### src/rtl/pc_update_unit.sv
// Next-PC stage behind branchComparator: redirects on taken branches/jumps and pulses flush.
// Define RAS_EN to build the return-address stack for call/return jumps.
module pc_update_unit #(
  parameter int unsigned       ADDR_W    = 16,
  parameter int unsigned       RAS_DEPTH = 8,
  parameter logic [ADDR_W-1:0] RESET_PC  = '0
) (
  input  logic              clk,
  input  logic              rst_n,
  input  logic              stall,
  input  logic              brValid,
  input  logic              isJump,
  input  logic              branchIdea,
  input  logic              fC,
  input  logic [ADDR_W-1:0] target,
  output logic [ADDR_W-1:0] pc,
  output logic              flush,
  output logic              rasFull,
  output logic              rasEmpty,
  output logic              rasOvf,
  output logic              rasUnf
);

  logic [ADDR_W-1:0] pc_q, pc_d, pc_inc;
  logic              flush_q, flush_d;
  logic              take;

  assign take   = brValid & branchIdea;
  assign pc_inc = pc_q + ADDR_W'(1);
  assign pc     = pc_q;
  assign flush  = flush_q;

`ifdef RAS_EN
  localparam int unsigned IdxW = $clog2(RAS_DEPTH);
  localparam int unsigned SpW  = IdxW + 1;

  logic [SpW-1:0]    sp_q, sp_d, sp_m1;
  logic [ADDR_W-1:0] ras_q [RAS_DEPTH];
  logic              ovf_q, ovf_d, unf_q, unf_d;
  logic              push, full, empty, call, ret;

  assign full  = (sp_q == SpW'(RAS_DEPTH));
  assign empty = (sp_q == '0);
  assign sp_m1 = sp_q - SpW'(1);
  assign call  = take & isJump & ~fC;
  assign ret   = take & isJump & fC;

  always_comb begin
    pc_d    = pc_inc;
    flush_d = 1'b0;
    sp_d    = sp_q;
    ovf_d   = ovf_q;
    unf_d   = unf_q;
    push    = 1'b0;
    if (stall) begin
      pc_d = pc_q;
    end else if (call) begin
      pc_d    = target;
      flush_d = 1'b1;
      if (full) begin
        ovf_d = 1'b1;
      end else begin
        push = 1'b1;
        sp_d = sp_q + SpW'(1);
      end
    end else if (ret) begin
      // A return with nothing on the stack falls through as a plain sequential step.
      if (empty) begin
        unf_d = 1'b1;
      end else begin
        sp_d    = sp_m1;
        pc_d    = ras_q[sp_m1[IdxW-1:0]];
        flush_d = 1'b1;
      end
    end else if (take) begin
      pc_d    = target;
      flush_d = 1'b1;
    end
  end

  always_ff @(posedge clk or negedge rst_n) begin
    if (!rst_n) begin
      sp_q  <= '0;
      ovf_q <= 1'b0;
      unf_q <= 1'b0;
    end else begin
      sp_q  <= sp_d;
      ovf_q <= ovf_d;
      unf_q <= unf_d;
    end
  end

  // Stack contents are don't-care after reset, so no reset on the array.
  always_ff @(posedge clk) begin
    if (push) begin
      ras_q[sp_q[IdxW-1:0]] <= pc_inc;
    end
  end

  assign rasFull  = full;
  assign rasEmpty = empty;
  assign rasOvf   = ovf_q;
  assign rasUnf   = unf_q;
`else
  logic unused_jump_flavour;
  assign unused_jump_flavour = isJump ^ fC;

  // Without a stack, calls and returns redirect to target like any taken branch.
  always_comb begin
    pc_d    = pc_inc;
    flush_d = 1'b0;
    if (stall) begin
      pc_d = pc_q;
    end else if (take) begin
      pc_d    = target;
      flush_d = 1'b1;
    end
  end

  assign rasFull  = 1'b0;
  assign rasEmpty = 1'b1;
  assign rasOvf   = 1'b0;
  assign rasUnf   = 1'b0;
`endif

  always_ff @(posedge clk or negedge rst_n) begin
    if (!rst_n) begin
      pc_q    <= RESET_PC;
      flush_q <= 1'b0;
    end else begin
      pc_q    <= pc_d;
      flush_q <= flush_d;
    end
  end

endmodule

### config.mk
export PLATFORM = sky130hd
export DESIGN_NAME = pc_update_unit
export DESIGN_NICKNAME = d
export VERILOG_FILES = /design/src/rtl/pc_update_unit.sv
export SDC_FILE = /design/constraint.sdc
export NUM_CORES = 1
export LEC_CHECK = 0
export CAP_MARGIN = 20
export CORE_MARGIN = 2
export CORE_UTILIZATION = 39
export CTS_CLUSTER_DIAMETER = 60
export DETAILED_ROUTE_END_ITERATION = 8
export PLACE_DENSITY = 0.76
export SKIP_CTS_REPAIR_TIMING = 1
export SLEW_MARGIN = 20
export SYNTH_ARGS = -nofsm -noshare
export SYNTH_HDL_FRONTEND = slang
export SYNTH_SLANG_ARGS = --single-unit
### constraint.sdc
create_clock -name clk -period 1.4 [get_ports clk]
set_clock_uncertainty 0.1 [all_clocks]
set_input_delay 0.28 -clock clk [delete_from_list [all_inputs] [get_ports clk]]
set_output_delay 0.28 -clock clk [all_outputs]
set_load 0.03 [all_outputs]
Yosys cells after proc, flatten, opt, wreduce, memory -nomap -nowiden
Cells that the tools add are included.

cells by class
  equal/unequal tests = 0
  magnitude comparators = 0
  multipliers = 0
  mux-type cells = 3
  bitwise operators = 1
  shift operators = 0
  reduce and logical (&&, ||, !) cells = 0
  div/mod/pow operators = 0
  $add $sub $neg = 1

operator list
  operator                 count
  $add A16 B1 Y16 const B  1
  $mux W16                 1
  $mux W1                  2
  $and A1 B1 Y1            1

storage, ports and cells
  input bits = 23
  bits in read-only memories = 0
  memory bits (writable) = 0
  bits in latches = 0
  bits in registers = 17
  output and inout bits = 21
  word-level logic and storage cells = 7
  memories = 0

Depth between registers and ports, before layout
  depth after elaboration = 3
  mapped depth = 6
  mapped depth without buffers = 5

Worst setup path before layout
Ideal clock, no wire load.

  kind = reg-to-reg
  from = reg pc_q[0] (netlist: pc[0])
  to = reg pc_q[8] (netlist: pc[8])
  path buffers = 1
  clock period less this slack = 1,760 ps
  path slack = -360 ps
  arrival time = 1,539 ps
  setup time = 122 ps
  data required time = 1,178 ps
  cell stages (with the launch flop) = 7
  cells stage by stage = dfrtp_1 ha_1 and3_1 buf_2 and2_4 a41oi_1 o22a_1

on the way
  longest elaborated chain between the ends = 2

RTL lines
  what                    RTL line  source
  start, declared         24        logic [ADDR_W-1:0] pc_q, pc_d, pc_inc;
  start signal, assigned  131       pc_q <= pc_d;
  $add A16 B1 Y16         29        assign pc_inc = pc_q + ADDR_W'(1);
  $mux W16                114       end else if (take) begin

No other way between the ends.
A chain may end at the register's enable or synchronous reset.

Worst setup path in the final report
Ends and elaborated chain as after synthesis.

==> out/results.ini <==
[global_route]
grt_pass1_wl_mm=5.05
gr-total-overflow=0
grt_pass1_vias=1092
grt.busiest_layer=met2
antenna_found_initial=0
grt_max_degree=36
grt_use_met3=0.0340
grt.met2_usage=0.356
use_met1=0.240
track_usage=0.195

[power_and_ir_drop]
power.density_nw_per_um2=1110
p_leak_nw=0.744
ir_drop_v=0.000879

[yosys]
ys_ff_latch=17
synth_top_family_by_area=compound AO/OA/AOI/OAI gates
synthArstFlopShare=1.00
synth-compound-area-share=0.268
ys_seq_area_frac=0.382
syn_area_um2=1110
synth_fa_ha_area_frac=0.0112
avgSynthCellArea_um2=8.56
synth-simple-area-share=0.222
synth.distinct_cells=30
synthMuxAreaShare=0.0180
synth-main-ff-cell=dfrtp_1
synth-edff-count=0
synthXorXnorAreaFrac=0
netlist_instances=130
ys_warn_count=0

[critical_path]
crit_path_start_kind=flop
crit_fanout=4
worst-endpoint-required_ns=1.49
endpoint_kind=flop
critPathKind=reg -> reg
worstPathArrival_ns=1.56

[drt]
ant_nets=0
drtIter0Drc=10
post-route-drc-count=0
firstDrtPassIters=4
finalWirelength_mm=3.25
vias_per_cell=5.55
vias=1182
wire_per_inst_um=15.2

[clock_network]
clock-sinks=17
root_buffer=clkbuf_4
cts_tree=built
cts-buffers-inserted=3
htree_num_levels=1
clkLatencyLatePin_ns=0.30
clockBufferDepth=2
clk_pin_slew_ns=0.11

[die]
io_pins=44
die-area_um2=3300
die_y_um=57.4
start_util=0.407
core-area_um2=2730
num_rows=19
dieWidth_um=57.4

[worst_hold_path]
hp-class=in -> async

[outcome]
violations=setup timing
status=finished, violations left

[sta]
fmax_ghz=0.680
finalCritPeriodShare=1.05
rsz0062_at_grt=yes
finalWorstSetupSlack_ns=-0.0698
holdWs_ns=0.198
finalCriticalPeriod_ns=1.47
fin_tns_setup_ns=-0.298
setup-violations-final=9
hold_violations=0
slew_viol_final=0

[placement]
portBuffers=37
dp_hpwl_mm=2.22
place_inst=207
routabilityCongestion=0.822

[cells_and_area]
fin_nets=207
instances_no_fill=213
antenna_cells=0
drive_gt1_frac=0.396
area_delta_synth_final_pct=61.4
fillerInstances=239

[run]
drv_cap=0

-- metrics by stage --
step            util  cell area (µm²)  power [mW]  setup WS, ns
4_1_cts        0.611             1670        1.87        -0.274
5_1_grt        0.657             1800        2.10        -0.148
2_1_floorplan      -             1170        1.18        -0.201
3_5_place_dp   0.602             1650        1.59        -0.244
6_report       0.657             1800        1.99       -0.0698
3_3_place_gp   0.602             1650        1.56        -0.193
-- sequential cells by signal (all words and copies together) (netlist names) --
register / cells
pc: 16
flush: 1
-- report_power, final --
group	internal, mW	switching [mW]
registers	0.594	0.0936
clock network	0.111	0.166
logic	0.512	0.517
-- area by class of cell --
type,count,area [µm²],area share
repair buffers,63,626,0.348
multi-input cells,98,669,0.373
clock buffers,4,26.3,0.0146
flip-flops and latches,17,435,0.243
well taps,31,38.8,0.0216
-- worst max-delay path, stage by stage (launching register included) --
cell	delay, ns
dfrtp_2	0.41
ha_4	0.14
and3_4	0.20
and2_4	0.18
a41oi_1	0.12
o22a_1	0.21
-- cells in the final DEF (no fill, tap or decap), drive strengths merged, types with 3 or more instances in the layout --
cell type      instances
nor3b                  3
conb                   4
o22a                   9
a31oi                  3
nor2                  13
and2                   4
nand4                  4
and3                   4
clkdlybuf4s50         20
nand2                  5
clkbuf                 4
nand3                  8
o21ai                  9
dfrtp                 17
buf                   42
a21oi                 16
and4                   3
-- kinds of logic (layout without fill, tap and decap cells) --
family / after synthesis / count (layout)
AND/OR/NAND/NOR: 46 / 46
AO/OA/AOI/OAI: 45 / 45
flip-flops: 17 / 17
buffers and inverters: 17 / 67
other: 2 / 4
multiplexers: 2 / 2
adder cells (fa/ha/maj): 1 / 1
-- synthesized netlist by cell type (2+ instances only) --
library cell	number	area, µm²
nand2_1	5	18.8
o22a_2	2	20.0
buf_6	2	22.5
and2_4	2	17.5
buf_4	5	37.5
nand3_1	8	40.0
nor3b_1	3	22.5
and4_1	3	26.3
a22oi_1	2	15.0
buf_2	4	20.0
dfrtp_1	17	425
nor3_1	2	10.0
o21ai_0	9	45.0
conb_1	2	7.51
nor2_1	13	48.8
a31oi_1	3	18.8
and3_1	4	25.0
and2_1	2	12.5
nand4_1	4	25.0
clkbuf_1	6	22.5
o22a_1	7	61.3
a21oi_1	16	80.1
mux2i_1	2	20.0
-- path summary, 6_finish.rpt --
check                                    from            endpoint  slack (ns)  cells after the start
max                         pc[0]$_DFFE_PN0N_   pc[8]$_DFFE_PN0N_       -0.07                      5
min                                     rst_n     flush$_DFF_PN0_        0.20                      2
max reg2reg                 pc[0]$_DFFE_PN0N_   pc[8]$_DFFE_PN0N_       -0.07                      5
min reg2reg                pc[13]$_DFFE_PN0N_  pc[13]$_DFFE_PN0N_        0.46                      1
max in group asynchronous               rst_n   pc[5]$_DFFE_PN0N_        0.78                      2
min in group clk           pc[13]$_DFFE_PN0N_  pc[13]$_DFFE_PN0N_        0.46                      1
-- metal layers --
metal	routed length [µm]	up-vias
li1	-	575
met1	1360	567
met2	1690	34
met3	155	6
met4	37	0
met5	0	-
No activity file was read; power rests on OpenSTA's default activity.
